$ cat config.mk
export PLATFORM = sky130hd
export DESIGN_NAME = sd_cmd_issuer_flat
export DESIGN_NICKNAME = d
export VERILOG_FILES = /design/src/rtl/sd_host_pkg.sv /design/src/rtl/sd_cmd_issuer_if.sv /design/src/rtl/sd_crc7.sv /design/src/rtl/sd_cmd_issuer.sv /design/src/flat_wrapper.sv
export SDC_FILE = /design/constraint.sdc
export NUM_CORES = 1
export LEC_CHECK = 0
export BUFFER_PORTS_ARGS = -buffer_cell sky130_fd_sc_hd__buf_2
export CAP_MARGIN = 10
export CORE_ASPECT_RATIO = 0.9
export CORE_MARGIN = 2
export CORE_UTILIZATION = 50
export DETAILED_ROUTE_END_ITERATION = 6
export PLACE_DENSITY = 0.71
export SLEW_MARGIN = 5
export SYNTH_ARGS = -nofsm -noshare
export SYNTH_HDL_FRONTEND = slang
export SYNTH_SLANG_ARGS = --single-unit
$ cat constraint.sdc
create_clock -name clk -period 3.45 [get_ports clk]
set_input_delay 0.5175 -clock clk [delete_from_list [all_inputs] [get_ports clk]]
set_output_delay 0.5175 -clock clk [all_outputs]
set_load 0.005 [all_outputs]
$ cat src/rtl/sd_host_pkg.sv
// Shared types and constants for the SD host command path.
package sd_host_pkg;

  typedef enum logic [1:0] {
    RESP_NONE = 2'b00,
    RESP_136  = 2'b01,
    RESP_48   = 2'b10,
    RESP_48B  = 2'b11
  } resp_type_e;

  typedef enum logic [2:0] {
    ST_IDLE,
    ST_SEND,
    ST_WAIT_RESP,
    ST_RECV,
    ST_CHECK,
    ST_DONE
  } state_e;

  // Command register (00Eh) image
  typedef struct packed {
    logic [1:0] rsvd_hi;
    logic [5:0] index;
    logic [2:0] rsvd_mid;
    logic       idx_chk;
    logic       crc_chk;
    logic       rsvd_lo;
    resp_type_e resp_type;
  } cmd_reg_t;

  localparam int unsigned FRAME_LEN_48  = 48;
  localparam int unsigned FRAME_LEN_136 = 136;
  localparam int unsigned CRC_COVER_48  = 40;
  localparam int unsigned CRC7_W        = 7;
  localparam logic [CRC7_W-1:0] CRC7_POLY = 7'h09;

endpackage

$ cat src/rtl/sd_cmd_issuer_if.sv
// Register-block / CMD-line bundle for the SD command engine.
interface sd_cmd_issuer_if;
  logic [31:0]  cmd_arg;
  logic [15:0]  cmd_reg;
  logic         cmd_wr_en;
  logic         sd_cmd_in;
  logic         sd_cmd_out;
  logic         sd_cmd_oe;
  logic [127:0] resp;
  logic         cmd_inhibit;
  logic         cmd_complete;
  logic         timeout_err;
  logic         crc_err;
  logic         index_err;
  logic         end_bit_err;

  modport master (
    output cmd_arg, cmd_reg, cmd_wr_en, sd_cmd_in,
    input  sd_cmd_out, sd_cmd_oe, resp, cmd_inhibit,
    input  cmd_complete, timeout_err, crc_err, index_err, end_bit_err
  );

  modport slave (
    input  cmd_arg, cmd_reg, cmd_wr_en, sd_cmd_in,
    output sd_cmd_out, sd_cmd_oe, resp, cmd_inhibit,
    output cmd_complete, timeout_err, crc_err, index_err, end_bit_err
  );
endinterface

$ cat src/rtl/sd_crc7.sv
// Serial CRC7 (x^7+x^3+1), one bit per enabled clock, cleared to zero.
module sd_crc7
  import sd_host_pkg::*;
(
  input  logic              clk,
  input  logic              reset,
  input  logic              clear,
  input  logic              en,
  input  logic              bit_in,
  output logic [CRC7_W-1:0] crc
);

  logic fb;

  assign fb = bit_in ^ crc[CRC7_W-1];

  always_ff @(posedge clk) begin
    if (reset || clear) begin
      crc <= '0;
    end else if (en) begin
      crc <= {crc[CRC7_W-2:0], 1'b0} ^ (fb ? CRC7_POLY : 7'h00);
    end
  end

endmodule

$ cat src/rtl/sd_cmd_issuer.sv
// SD CMD-line engine: sends a 48-bit command, receives and checks the response.
// Optional receive CRC checking is built when SD_CMD_CRC_CHECK_EN is defined.
module sd_cmd_issuer
  import sd_host_pkg::*;
#(
  parameter int unsigned RESP_TIMEOUT = 64
) (
  input logic            clk,
  input logic            reset,
  sd_cmd_issuer_if.slave bus
);

  localparam int unsigned TO_W  = $clog2(RESP_TIMEOUT + 1);
  localparam int unsigned CNT_W = 8;
  localparam logic [CNT_W-1:0] LAST_48       = CNT_W'(FRAME_LEN_48 - 1);
  localparam logic [CNT_W-1:0] LAST_136      = CNT_W'(FRAME_LEN_136 - 1);
  localparam logic [CNT_W-1:0] CRC_END_48    = CNT_W'(CRC_COVER_48);
  localparam logic [CNT_W-1:0] CRC_START_136 = CNT_W'(8);
  localparam logic [CNT_W-1:0] CRC_END_136   = CNT_W'(FRAME_LEN_136 - 8);

  state_e             state_q, state_d;
  logic [CNT_W-1:0]   bit_cnt_q, bit_cnt_d;
  logic [TO_W-1:0]    to_cnt_q, to_cnt_d;
  logic [38:0]        tx_sr_q, tx_sr_d;
  logic [126:0]       rx_sr_q, rx_sr_d;
  logic [5:0]         idx_q, idx_d;
  resp_type_e         type_q, type_d;
  logic               idx_chk_q, idx_chk_d;
  logic               crc_chk_q, crc_chk_d;
  logic               end_bad_q, end_bad_d;
  logic               cmd_out_q, cmd_out_d;
  logic               oe_q, oe_d;
  logic               inhibit_q, inhibit_d;
  logic [127:0]       resp_q, resp_d;
  logic               complete_q, complete_d;
  logic               timeout_q, timeout_d;
  logic               crc_err_q, crc_err_d;
  logic               index_err_q, index_err_d;
  logic               end_err_q, end_err_d;

  cmd_reg_t           creg;
  logic               is_136_c;
  logic               crc_bad_c;
  logic [CRC7_W-1:0]  tx_crc;
  logic               tx_crc_clr, tx_crc_en, tx_crc_bit;
  logic               rx_crc_clr, rx_crc_en;
  logic               unused_creg;

  assign creg        = cmd_reg_t'(bus.cmd_reg);
  assign is_136_c    = (type_q == RESP_136);
  assign unused_creg = ^{creg.rsvd_hi, creg.rsvd_mid, creg.rsvd_lo};

  // Clearing at accept equals having absorbed the start bit (0 into a zero CRC).
  sd_crc7 u_tx_crc (
    .clk    (clk),
    .reset  (reset),
    .clear  (tx_crc_clr),
    .en     (tx_crc_en),
    .bit_in (tx_crc_bit),
    .crc    (tx_crc)
  );

`ifdef SD_CMD_CRC_CHECK_EN
  logic [CRC7_W-1:0] rx_crc;

  sd_crc7 u_rx_crc (
    .clk    (clk),
    .reset  (reset),
    .clear  (rx_crc_clr),
    .en     (rx_crc_en),
    .bit_in (bus.sd_cmd_in),
    .crc    (rx_crc)
  );

  assign crc_bad_c = crc_chk_q && (rx_crc != rx_sr_q[CRC7_W-1:0]);
`else
  logic unused_rx_crc;

  assign crc_bad_c     = 1'b0;
  assign unused_rx_crc = ^{rx_crc_clr, rx_crc_en, crc_chk_q};
`endif

  // Next-state and registered-output logic
  always_comb begin
    state_d     = state_q;
    bit_cnt_d   = bit_cnt_q;
    to_cnt_d    = to_cnt_q;
    tx_sr_d     = tx_sr_q;
    rx_sr_d     = rx_sr_q;
    idx_d       = idx_q;
    type_d      = type_q;
    idx_chk_d   = idx_chk_q;
    crc_chk_d   = crc_chk_q;
    end_bad_d   = end_bad_q;
    cmd_out_d   = cmd_out_q;
    oe_d        = oe_q;
    inhibit_d   = inhibit_q;
    resp_d      = resp_q;
    complete_d  = 1'b0;
    timeout_d   = 1'b0;
    crc_err_d   = 1'b0;
    index_err_d = 1'b0;
    end_err_d   = 1'b0;
    tx_crc_clr  = 1'b0;
    tx_crc_en   = 1'b0;
    tx_crc_bit  = 1'b0;
    rx_crc_clr  = 1'b0;
    rx_crc_en   = 1'b0;

    case (state_q)
      ST_IDLE: begin
        if (bus.cmd_wr_en) begin
          state_d    = ST_SEND;
          idx_d      = creg.index;
          type_d     = creg.resp_type;
          idx_chk_d  = creg.idx_chk;
          crc_chk_d  = creg.crc_chk;
          tx_sr_d    = {1'b1, creg.index, bus.cmd_arg};
          cmd_out_d  = 1'b0;
          oe_d       = 1'b1;
          inhibit_d  = 1'b1;
          bit_cnt_d  = '0;
          tx_crc_clr = 1'b1;
          rx_crc_clr = 1'b1;
        end
      end

      ST_SEND: begin
        if (bit_cnt_q == LAST_48) begin
          oe_d      = 1'b0;
          cmd_out_d = 1'b1;
          to_cnt_d  = '0;
          if (type_q == RESP_NONE) begin
            state_d    = ST_DONE;
            complete_d = 1'b1;
            inhibit_d  = 1'b0;
          end else begin
            state_d = ST_WAIT_RESP;
          end
        end else begin
          bit_cnt_d = bit_cnt_q + 1'b1;
          if (bit_cnt_q < CRC_END_48 - 1'b1) begin
            cmd_out_d  = tx_sr_q[38];
            tx_sr_d    = {tx_sr_q[37:0], 1'b0};
            tx_crc_en  = 1'b1;
            tx_crc_bit = tx_sr_q[38];
          end else if (bit_cnt_q < LAST_48 - 1'b1) begin
            cmd_out_d = tx_crc[3'(LAST_48 - 8'd2 - bit_cnt_q)];
          end else begin
            cmd_out_d = 1'b1;
          end
        end
      end

      ST_WAIT_RESP: begin
        if (!bus.sd_cmd_in) begin
          state_d   = ST_RECV;
          bit_cnt_d = CNT_W'(1);
          rx_sr_d   = {rx_sr_q[125:0], 1'b0};
          rx_crc_en = !is_136_c;
        end else if (to_cnt_q == TO_W'(RESP_TIMEOUT - 1)) begin
          state_d   = ST_DONE;
          timeout_d = 1'b1;
          inhibit_d = 1'b0;
        end else begin
          to_cnt_d = to_cnt_q + 1'b1;
        end
      end

      ST_RECV: begin
        if (bit_cnt_q == (is_136_c ? LAST_136 : LAST_48)) begin
          end_bad_d = !bus.sd_cmd_in;
          state_d   = ST_CHECK;
        end else begin
          rx_sr_d   = {rx_sr_q[125:0], bus.sd_cmd_in};
          bit_cnt_d = bit_cnt_q + 1'b1;
          rx_crc_en = is_136_c ? (bit_cnt_q >= CRC_START_136 && bit_cnt_q < CRC_END_136)
                               : (bit_cnt_q < CRC_END_48);
        end
      end

      // rx_sr holds every bit but the end bit; the CRC field sits in [6:0]
      ST_CHECK: begin
        state_d    = ST_DONE;
        complete_d = 1'b1;
        inhibit_d  = 1'b0;
        end_err_d  = end_bad_q;
        crc_err_d  = crc_bad_c;
        if (is_136_c) begin
          resp_d = {8'h00, rx_sr_q[126:7]};
        end else begin
          resp_d      = {resp_q[127:32], rx_sr_q[38:7]};
          index_err_d = idx_chk_q && (rx_sr_q[44:39] != idx_q);
        end
      end

      ST_DONE: state_d = ST_IDLE;

      default: state_d = ST_IDLE;
    endcase
  end

  always_ff @(posedge clk) begin
    if (reset) begin
      state_q     <= ST_IDLE;
      bit_cnt_q   <= '0;
      to_cnt_q    <= '0;
      tx_sr_q     <= '0;
      rx_sr_q     <= '0;
      idx_q       <= '0;
      type_q      <= RESP_NONE;
      idx_chk_q   <= 1'b0;
      crc_chk_q   <= 1'b0;
      end_bad_q   <= 1'b0;
      cmd_out_q   <= 1'b1;
      oe_q        <= 1'b0;
      inhibit_q   <= 1'b0;
      resp_q      <= '0;
      complete_q  <= 1'b0;
      timeout_q   <= 1'b0;
      crc_err_q   <= 1'b0;
      index_err_q <= 1'b0;
      end_err_q   <= 1'b0;
    end else begin
      state_q     <= state_d;
      bit_cnt_q   <= bit_cnt_d;
      to_cnt_q    <= to_cnt_d;
      tx_sr_q     <= tx_sr_d;
      rx_sr_q     <= rx_sr_d;
      idx_q       <= idx_d;
      type_q      <= type_d;
      idx_chk_q   <= idx_chk_d;
      crc_chk_q   <= crc_chk_d;
      end_bad_q   <= end_bad_d;
      cmd_out_q   <= cmd_out_d;
      oe_q        <= oe_d;
      inhibit_q   <= inhibit_d;
      resp_q      <= resp_d;
      complete_q  <= complete_d;
      timeout_q   <= timeout_d;
      crc_err_q   <= crc_err_d;
      index_err_q <= index_err_d;
      end_err_q   <= end_err_d;
    end
  end

  assign bus.sd_cmd_out   = cmd_out_q;
  assign bus.sd_cmd_oe    = oe_q;
  assign bus.cmd_inhibit  = inhibit_q;
  assign bus.resp         = resp_q;
  assign bus.cmd_complete = complete_q;
  assign bus.timeout_err  = timeout_q;
  assign bus.crc_err      = crc_err_q;
  assign bus.index_err    = index_err_q;
  assign bus.end_bit_err  = end_err_q;

endmodule

$ cat src/flat_wrapper.sv
// flat-port wrapper written by rule: the top's interface ports become plain ports
module sd_cmd_issuer_flat import sd_host_pkg::*;
#(
  parameter int unsigned RESP_TIMEOUT = 64
)
  (clk, reset, bus_cmd_arg, bus_cmd_reg, bus_cmd_wr_en, bus_sd_cmd_in, bus_sd_cmd_out, bus_sd_cmd_oe, bus_resp, bus_cmd_inhibit, bus_cmd_complete, bus_timeout_err, bus_crc_err, bus_index_err, bus_end_bit_err);
  sd_cmd_issuer_if bus_i ();
  input logic clk;
  input logic reset;
  input wire logic [$bits(bus_i.cmd_arg)-1:0] bus_cmd_arg;
  input wire logic [$bits(bus_i.cmd_reg)-1:0] bus_cmd_reg;
  input wire logic [$bits(bus_i.cmd_wr_en)-1:0] bus_cmd_wr_en;
  input wire logic [$bits(bus_i.sd_cmd_in)-1:0] bus_sd_cmd_in;
  output wire logic [$bits(bus_i.sd_cmd_out)-1:0] bus_sd_cmd_out;
  output wire logic [$bits(bus_i.sd_cmd_oe)-1:0] bus_sd_cmd_oe;
  output wire logic [$bits(bus_i.resp)-1:0] bus_resp;
  output wire logic [$bits(bus_i.cmd_inhibit)-1:0] bus_cmd_inhibit;
  output wire logic [$bits(bus_i.cmd_complete)-1:0] bus_cmd_complete;
  output wire logic [$bits(bus_i.timeout_err)-1:0] bus_timeout_err;
  output wire logic [$bits(bus_i.crc_err)-1:0] bus_crc_err;
  output wire logic [$bits(bus_i.index_err)-1:0] bus_index_err;
  output wire logic [$bits(bus_i.end_bit_err)-1:0] bus_end_bit_err;
  assign bus_i.cmd_arg = bus_cmd_arg;
  assign bus_i.cmd_reg = bus_cmd_reg;
  assign bus_i.cmd_wr_en = bus_cmd_wr_en;
  assign bus_i.sd_cmd_in = bus_sd_cmd_in;
  assign bus_sd_cmd_out = bus_i.sd_cmd_out;
  assign bus_sd_cmd_oe = bus_i.sd_cmd_oe;
  assign bus_resp = bus_i.resp;
  assign bus_cmd_inhibit = bus_i.cmd_inhibit;
  assign bus_cmd_complete = bus_i.cmd_complete;
  assign bus_timeout_err = bus_i.timeout_err;
  assign bus_crc_err = bus_i.crc_err;
  assign bus_index_err = bus_i.index_err;
  assign bus_end_bit_err = bus_i.end_bit_err;
  sd_cmd_issuer #(.RESP_TIMEOUT(RESP_TIMEOUT)) u_core (.clk(clk), .reset(reset), .bus(bus_i));
endmodule
==> flow_metrics.env, run 1 <==
export IMPL_area_delta_synth_final_pct=16.45
export IMPL_htree_levels=2
export IMPL_reg2reg_slack_ps=880
export IMPL_ctsHoldBuffers=0
export IMPL_syn_avg_cell_area_um2=9.216
export IMPL_regToRegStartpoint="u_core.state_q[0]"
export IMPL_worstPathArrival_ps=2990
export IMPL_cts_resized=0
export IMPL_drv_cap=0
export IMPL_ys_ff_latch=328
export IMPL_yosysSeqAreaShare_pct=51.59
export IMPL_crit_required_ps=3870
export IMPL_cts_root_buf="clkbuf_16"
export IMPL_grt_pass1_wl_um=42350
export IMPL_rows=55
export IMPL_drtIter0Drc=637
export IMPL_max_vdd_ir_drop_mv=0.3648
export IMPL_cpMaxStageDelayCell="a211oi_4"
export IMPL_grt_overflow=0
export IMPL_min_to="u_core.idx_chk_q"
export IMPL_start_kind="flip-flop"
export IMPL_synth_top_cells_by_count="dfxtp_1, nand2_1, mux2i_1"
export IMPL_fin_area_um2=14820
export IMPL_cts_tree="done"
export IMPL_core_area_um2=25050
export IMPL_drt_wl_total_um=25770
export IMPL_cp_end_kind="flip-flop"
export IMPL_vias=9490
export IMPL_synth_top_area_cell="dfxtp_1"
export IMPL_rr_endpoint="u_core.rx_sr_q[23]"
export IMPL_pin_count=188
export IMPL_p_leak_nw=5.641
export IMPL_cpPeakStageDelay_ps=660
export IMPL_min_delay_start="bus_cmd_reg[4]"
export IMPL_synth_area_leaders="dfxtp_1, mux2i_1, nand2_1"
export IMPL_holdWs_ps=251.8
export IMPL_syn_area_um2=12730
export IMPL_hold_class="primary input to flip-flop"
export IMPL_yosysWarnings=0
export IMPL_timing_final_crit_share_pct=74.50
export IMPL_post_cts_buffers=0
export IMPL_crit_fanout=19
export IMPL_hold_depth=3
export IMPL_fmax_mhz=389.1
export IMPL_criticalPathCategory="flip-flop to flip-flop"
export IMPL_synth_top_area_share_pct=51.59
export IMPL_synthDistinctLibCells=57
export IMPL_cellPowerDensity_nw_per_um2=546.7
export IMPL_antenna_found_initial=3
export IMPL_ant_nets=0
export IMPL_slew_headroom_pct=34.09
export IMPL_async_flop_share_pct=0
export IMPL_cts_buffers=34
export IMPL_hpwl_um=16600
export IMPL_clkLatencyLatePin_ps=500
export IMPL_fp_dieW_um=172.2
export IMPL_setup_viol=0
export IMPL_grt_pass1_vias=8773
export IMPL_grt_max_degree=90
export IMPL_status="complete, no violations"
export IMPL_synth_main_ff_cell="dfxtp_1"
export IMPL_wire_per_inst_um=13.79
export IMPL_drv_slew=0
export IMPL_grt_setup_unrepaired="no"
export IMPL_clk_path_buf_depth=3
export IMPL_syn_inst=1381
export IMPL_dieArea_um2=26750
export IMPL_portBuffers=171
export IMPL_fin_tns_setup_ps=0
export IMPL_path_cells="nor3b_1 -> nor2_1 -> a211oi_4 -> buf_4 -> mux2i_1"
export IMPL_gp_congestion=0.8260
export IMPL_place_area_um2=13750
export IMPL_cts_sinks=328
export IMPL_drc_errors=0
export IMPL_fill_cells=2260
export IMPL_reg2reg_depth=5
export IMPL_drive_above_1_share_pct=16.60
export IMPL_finClkSkew_ps=13.33
export IMPL_synth_edf_count=0
export IMPL_via_per_inst=5.080
export IMPL_die_height_um=155.4
export IMPL_final_nets=1559
export IMPL_clk_pin_slew_ps=60
export IMPL_timing_hold_violations_final=0
export IMPL_drt_pass1_iterations=4
export IMPL_tightestPinTransition_ps=975.9
export IMPL_start_util_pct=50.81
export IMPL_min_period_ps=2570
export IMPL_synth_most_common_cell="dfxtp_1"
export IMPL_grt_use_total_pct=19.03
==> worst max path at each step <==
stage / cells past startpoint / endpoint / slack (ps) / start
3_3_place_gp: 5 / u_core.rx_sr_q[23] / 900 / u_core.state_q[0]
3_5_place_dp: 6 / u_core.rx_sr_q[23] / 880 / u_core.type_q[1]
6_report: 5 / u_core.rx_sr_q[23] / 880 / u_core.state_q[0]
5_1_grt: 5 / u_core.tx_sr_q[35] / 710 / u_core.state_q[0]
4_1_cts: 5 / u_core.rx_sr_q[23] / 850 / u_core.state_q[0]
2_1_floorplan: 7 / u_core.tx_sr_q[10] / 1440 / u_core.bit_cnt_q[0]
==> worst max-delay path: cells and delay by family, from the launching register on <==
kind	cells	cell delay, ps
compound gates	1	660
buf+inv	1	390
flops	1	530
mux	1	240
simple gates	2	660
==> report_power, final <==
part	internal, mW	switching, mW
combinational	0.265	0.384
clock	2.08	1.39
sequential	3.90	0.0763
total	6.25	1.85
==> per-layer routing <==
| metal | share of wire, % | vias up | GRT usage, % | wire length [um] |
|---|---|---|---|---|
| met5 | 0.062 | - | 0 | 16 |
| met3 | 6.4 | 39 | 5.088 | 1644 |
| li1 | - | 4912 | - | - |
| met2 | 43 | 212 | 28.90 | 11110 |
| met1 | 49 | 4325 | 26.34 | 12510 |
| met4 | 1.9 | 2 | 6.162 | 481 |
==> final cells by class <==
| type | instances | area [um^2] | area share, % |
|---|---|---|---|
| clock inverters | 4 | 48.80 | 0.3293 |
| clock buffers | 52 | 1010 | 6.813 |
| flip-flops and latches | 328 | 6566 | 44.31 |
| multi-input cells | 943 | 5697 | 38.44 |
| diodes | 2 | 5.005 | 0.03377 |
| inverters | 7 | 26.28 | 0.1773 |
| repair buffers | 190 | 1040 | 7.016 |
| well taps | 342 | 427.9 | 2.887 |
==> state kept, by name (all words and copies together) (netlist names) <==
register	flops
u_core.idx_chk_q	1
u_core.bus.timeout_err	1
u_core.rx_sr_q	127
u_core.bus.cmd_inhibit	1
u_core.bus.sd_cmd_out	1
u_core.bus.sd_cmd_oe	1
u_core.type_q	2
u_core.u_tx_crc.crc	7
u_core.bit_cnt_q	8
u_core.to_cnt_q	7
u_core.bus.index_err	1
u_core.end_bad_q	1
u_core.bus.cmd_complete	1
u_core.bus.end_bit_err	1
u_core.state_q	3
u_core.bus.resp	120
u_core.tx_sr_q	39
u_core.idx_q	6
==> placed cells by master (no fill, tap or decap), types with 5 or more instances in the layout <==
cell / count
inv_1: 6
nand3_1: 6
clkbuf_1: 10
buf_2: 171
o21ai_0: 6
dfxtp_1: 328
conb_1: 9
xnor2_1: 12
clkbuf_16: 35
a211oi_1: 43
xor2_1: 5
clkbuf_8: 7
a21oi_1: 143
buf_4: 15
nor3_1: 10
nor2_1: 64
mux2i_1: 172
nand2_1: 298
nand2b_1: 103
==> logic make-up after synthesis <==
family / after synthesis / share of synthesized area (%)
and+or+nand+nor: 525 / 19.05
DFF: 328 / 51.59
AOI/OAI and AO/OA: 215 / 9.772
muxes: 174 / 13.81
buffers and inverters: 118 / 4.276
xor gates and xnor gates: 17 / 1.170
adders and majority gates: 3 / 0.2950
other: 1 / 0.02946
==> through the flow <==
| stage | total power [mW] | utilization, % | setup WS [ps] | std cells |
|---|---|---|---|---|
| detailed placement | 4.713 | 54.90 | 880.5 | 1809 |
| global route | 8.429 | 59.15 | 709.4 | 1866 |
| CTS | 8.209 | 59.13 | 853.3 | 1865 |
| finish | 8.103 | 59.17 | 879.8 | 1868 |
| floorplan | 4.567 | - | 1436 | 1389 |
| global placement | 4.699 | 54.90 | 903.6 | 1809 |
(Power assumes the default switching activity.)
==> run 2, diff against run 1 <==
- ABC_AREA: unset -> 1
- PLACE_DENSITY: 0.71 -> 0.74
- clock period: 3.45 -> 2.14 ns (I/O delays scaled with it)
==> flow_metrics.env, run 2 <==
export IMPL_status="complete, no violations"
export IMPL_setup_viol=0
export IMPL_via_per_inst=5.164
export IMPL_clkLatencyLatePin_ps=510
export IMPL_tightestPinTransition_ps=978.4
export IMPL_p_leak_nw=5.940
export IMPL_syn_avg_cell_area_um2=7.615
export IMPL_largest_register_ff_count=127
export IMPL_htree_levels=2
export IMPL_syn_inst=1620
export IMPL_timing_final_crit_share_pct=93.68
export IMPL_pwr_share_clk_pct=35.1
export IMPL_gp_congestion=0.8529
export IMPL_synth_most_common_cell="nand2_1"
export IMPL_cts_root_buf="clkbuf_16"
export IMPL_clk_pin_slew_ps=60
export IMPL_final_nets=1800
export IMPL_hold_depth=3
export IMPL_crit_fanout=32
export IMPL_regMostFlops="u_core.rx_sr_q"
export IMPL_diodes=0
export IMPL_cpMaxStageDelayCell="dfxtp_1"
export IMPL_rows=54
export IMPL_drv_cap=0
export IMPL_ant_nets=0
export IMPL_min_period_ps=2005
export IMPL_grt_use_total_pct=20.60
export IMPL_dp_cells=2015
export IMPL_hold_class="primary input to flip-flop"
export IMPL_synth_main_ff_cell="dfxtp_1"
export IMPL_drv_slew=0
export IMPL_portBuffers=171
export IMPL_min_to="u_core.type_q[1]"
export IMPL_regToRegStartpoint="u_core.bit_cnt_q[1]"
export IMPL_path_cells="ha_1 -> nand2_1 -> nor3_2 -> nand3_1 -> nand2_2 -> nand2_4 -> inv_4 -> buf_12 -> nand2_1 -> a21oi_1"
export IMPL_worstSetupStartpoint="u_core.bit_cnt_q[1]"
export IMPL_synth_top_area_cell="dfxtp_1"
export IMPL_area_delta_synth_final_pct=18.24
export IMPL_fmax_mhz=498.8
export IMPL_synth_area_leaders="dfxtp_1, nand2_1, nor2_1"
export IMPL_cellPowerDensity_nw_per_um2=1218
export IMPL_worstPathArrival_ps=2430
export IMPL_p_comb_share_pct=23.5
export IMPL_synthXorXnorAreaFrac_pct=0.7100
export IMPL_fill_cells=2223
export IMPL_cts_sinks=328
export IMPL_layout_cells_most_common="nand2_1"
export IMPL_rr_endpoint="u_core.rx_sr_q[118]"
export IMPL_cpPeakStageDelay_ps=390
export IMPL_pin_count=188
export IMPL_criticalPathCategory="flip-flop to flip-flop"
export IMPL_yosysSeqAreaShare_pct=53.23
export IMPL_final_cell_mix="nand2_1, dfxtp_1, nor2_1"
export IMPL_ys_ff_latch=328
export IMPL_start_kind="flip-flop"
export IMPL_timing_hold_violations_final=0
export IMPL_crit_required_ps=2570
export IMPL_drc_errors=0
export IMPL_synth_compound_area_share_pct=16.20
export IMPL_yosysWarnings=0
export IMPL_switchingPower_mw=5.582
export IMPL_drive_above_1_share_pct=15.38
export IMPL_synthSimpleGateAreaFrac_pct=23.32
export IMPL_max_vdd_ir_drop_mv=0.6132
export IMPL_finClkSkew_ps=12.97
export IMPL_dieArea_um2=25950
export IMPL_die_height_um=153.0
export IMPL_cts_tree="done"
export IMPL_synthMuxAreaShare_pct=0
export IMPL_hpwl_um=16950
export IMPL_start_util_pct=50.86
export IMPL_drtIter0Drc=989
export IMPL_cp_end_kind="flip-flop"
export IMPL_post_cts_buffers=0
export IMPL_fp_dieW_um=169.6
export IMPL_grt_pass1_wl_um=45340
export IMPL_grt_max_degree=149
export IMPL_seqCellArea_um2=6566
export IMPL_cts_buffers=35
export IMPL_reg2reg_slack_ps=140
export IMPL_grt_overflow=0
export IMPL_syn_area_um2=12340
export IMPL_synth_top_area_share_pct=53.23
export IMPL_synth_top_cells_by_count="nand2_1, dfxtp_1, nor2_1"
export IMPL_reg2reg_depth=10
export IMPL_multi_input_area_um2=5051
export IMPL_synthDistinctLibCells=34
export IMPL_synth_edf_count=0
export IMPL_slew_headroom_pct=34.70
export IMPL_synth_top_family_by_area="simple AND/OR/NAND/NOR gates"
export IMPL_vias=10730
export IMPL_clk_path_buf_depth=3
export IMPL_intPower_mw=12.18
export IMPL_drt_pass1_iterations=5
export IMPL_switching_share_pct=31.43
export IMPL_synth_adder_area_share_pct=0.3043
export IMPL_min_delay_start="bus_cmd_reg[1]"
export IMPL_ctsHoldBuffers=0
export IMPL_async_flop_share_pct=0
export IMPL_cpMostUsedCell="nand2_1"
export IMPL_grt_pass1_vias=9462
export IMPL_fin_util_pct=60.13
export IMPL_final_cells=2077
export IMPL_drt_wl_total_um=27960
export IMPL_core_area_um2=24260
export IMPL_pwr_share_seq_pct=41.4
export IMPL_wire_per_inst_um=13.46
export IMPL_antenna_found_initial=0
[run 2: cell count changes after synthesis, moves of 13 or more]
| cell | change |
|---|---|
| a211oi_1 | -44 |
| a21oi_1 | +18 |
| a31oi_1 | +37 |
| buf_2 | +13 |
| inv_1 | +35 |
| mux2i_1 | -172 |
| nand2_1 | +95 |
| nand2b_1 | -104 |
| nand3_1 | +24 |
| nor2_1 | +205 |
| o21ai_0 | +156 |
| o21ai_1 | +17 |
[run 2: power by group through the flow]
stage          Combinational [mW]  Clock [mW]  Sequential [mW]
2_1_floorplan                3.05           0             7.40
4_1_cts                      4.08        6.36             7.35
3_3_place_gp                 3.99           0             7.44
6_report                     4.17        6.23             7.35
5_1_grt                      4.68        6.58             7.45
3_5_place_dp                 4.06           0             7.47
[run 2: critical path, delay by kind of cell (launching register included)]
kind,cells,cell delay [ps]
buffers and inverters,2,390
AND/OR/NAND/NOR,6,750
adder cells (fa/ha/maj),1,240
AO/OA/AOI/OAI,1,150
flip-flops,1,390
[run 2: metal layers]
layer | vias to the layer above | GRT usage, % | part of all wire (%)
met2 | 250 | 33.43 | 46
met1 | 4940 | 28.40 | 47
li1 | 5495 | - | -
met5 | - | 0 | 0
met4 | 0 | 5.779 | 1.7
met3 | 41 | 3.496 | 4.9
[run 2: worst max path at each step]
stage / slack, ps / endpoint / cells after the start
2_1_floorplan: 470 / u_core.rx_sr_q[18] / 11
3_3_place_gp: 220 / u_core.rx_sr_q[92] / 9
3_5_place_dp: 130 / u_core.rx_sr_q[24] / 10
4_1_cts: 100 / u_core.rx_sr_q[24] / 10
5_1_grt: -6 / u_core.rx_sr_q[99] / 10
6_report: 140 / u_core.rx_sr_q[118] / 10
[run 2: cell families after synthesis]
| logic type | after synthesis |
|---|---|
| and+or+nand+nor | 727 |
| adders and majority gates | 3 |
| xor gates and xnor gates | 10 |
| buffers and inverters | 164 |
| other | 1 |
| AOI/OAI and AO/OA | 387 |
| DFF | 328 |
[run 2: stage by stage]
stage | setup TNS [ps] | cell area, um^2 | power, mW | worst slack, ps | hold slack [ps]
after global placement | 0 | 13340 | 11.42 | 221.4 | 432.8
after floorplan | 0 | 12370 | 10.46 | 473.5 | 416.0
after detailed placement | 0 | 13340 | 11.52 | 134.8 | 435.3
after CTS | 0 | 14540 | 17.79 | 101.3 | 39.83
final | 0 | 14590 | 17.76 | 135.3 | 49.67
after global routing | -8.947 | 14590 | 18.71 | -6.034 | 50.97
[run 2: cell type report]
| type | instances | area share [%] |
|---|---|---|
| timing repair buffer | 195 | 8.175 |
| multi-input combinational | 1136 | 34.63 |
| clock inverter | 6 | 1.012 |
| inverter | 49 | 1.295 |
| sequential | 328 | 45.02 |
| clock buffer | 55 | 7.223 |
| tap | 308 | 2.642 |
[run 2: repair_timing]
item / in CTS / in global routing
setup endpoints to repair: 0 / 121
resized for setup: 0 / 5
hold endpoints to repair: 0 / 0
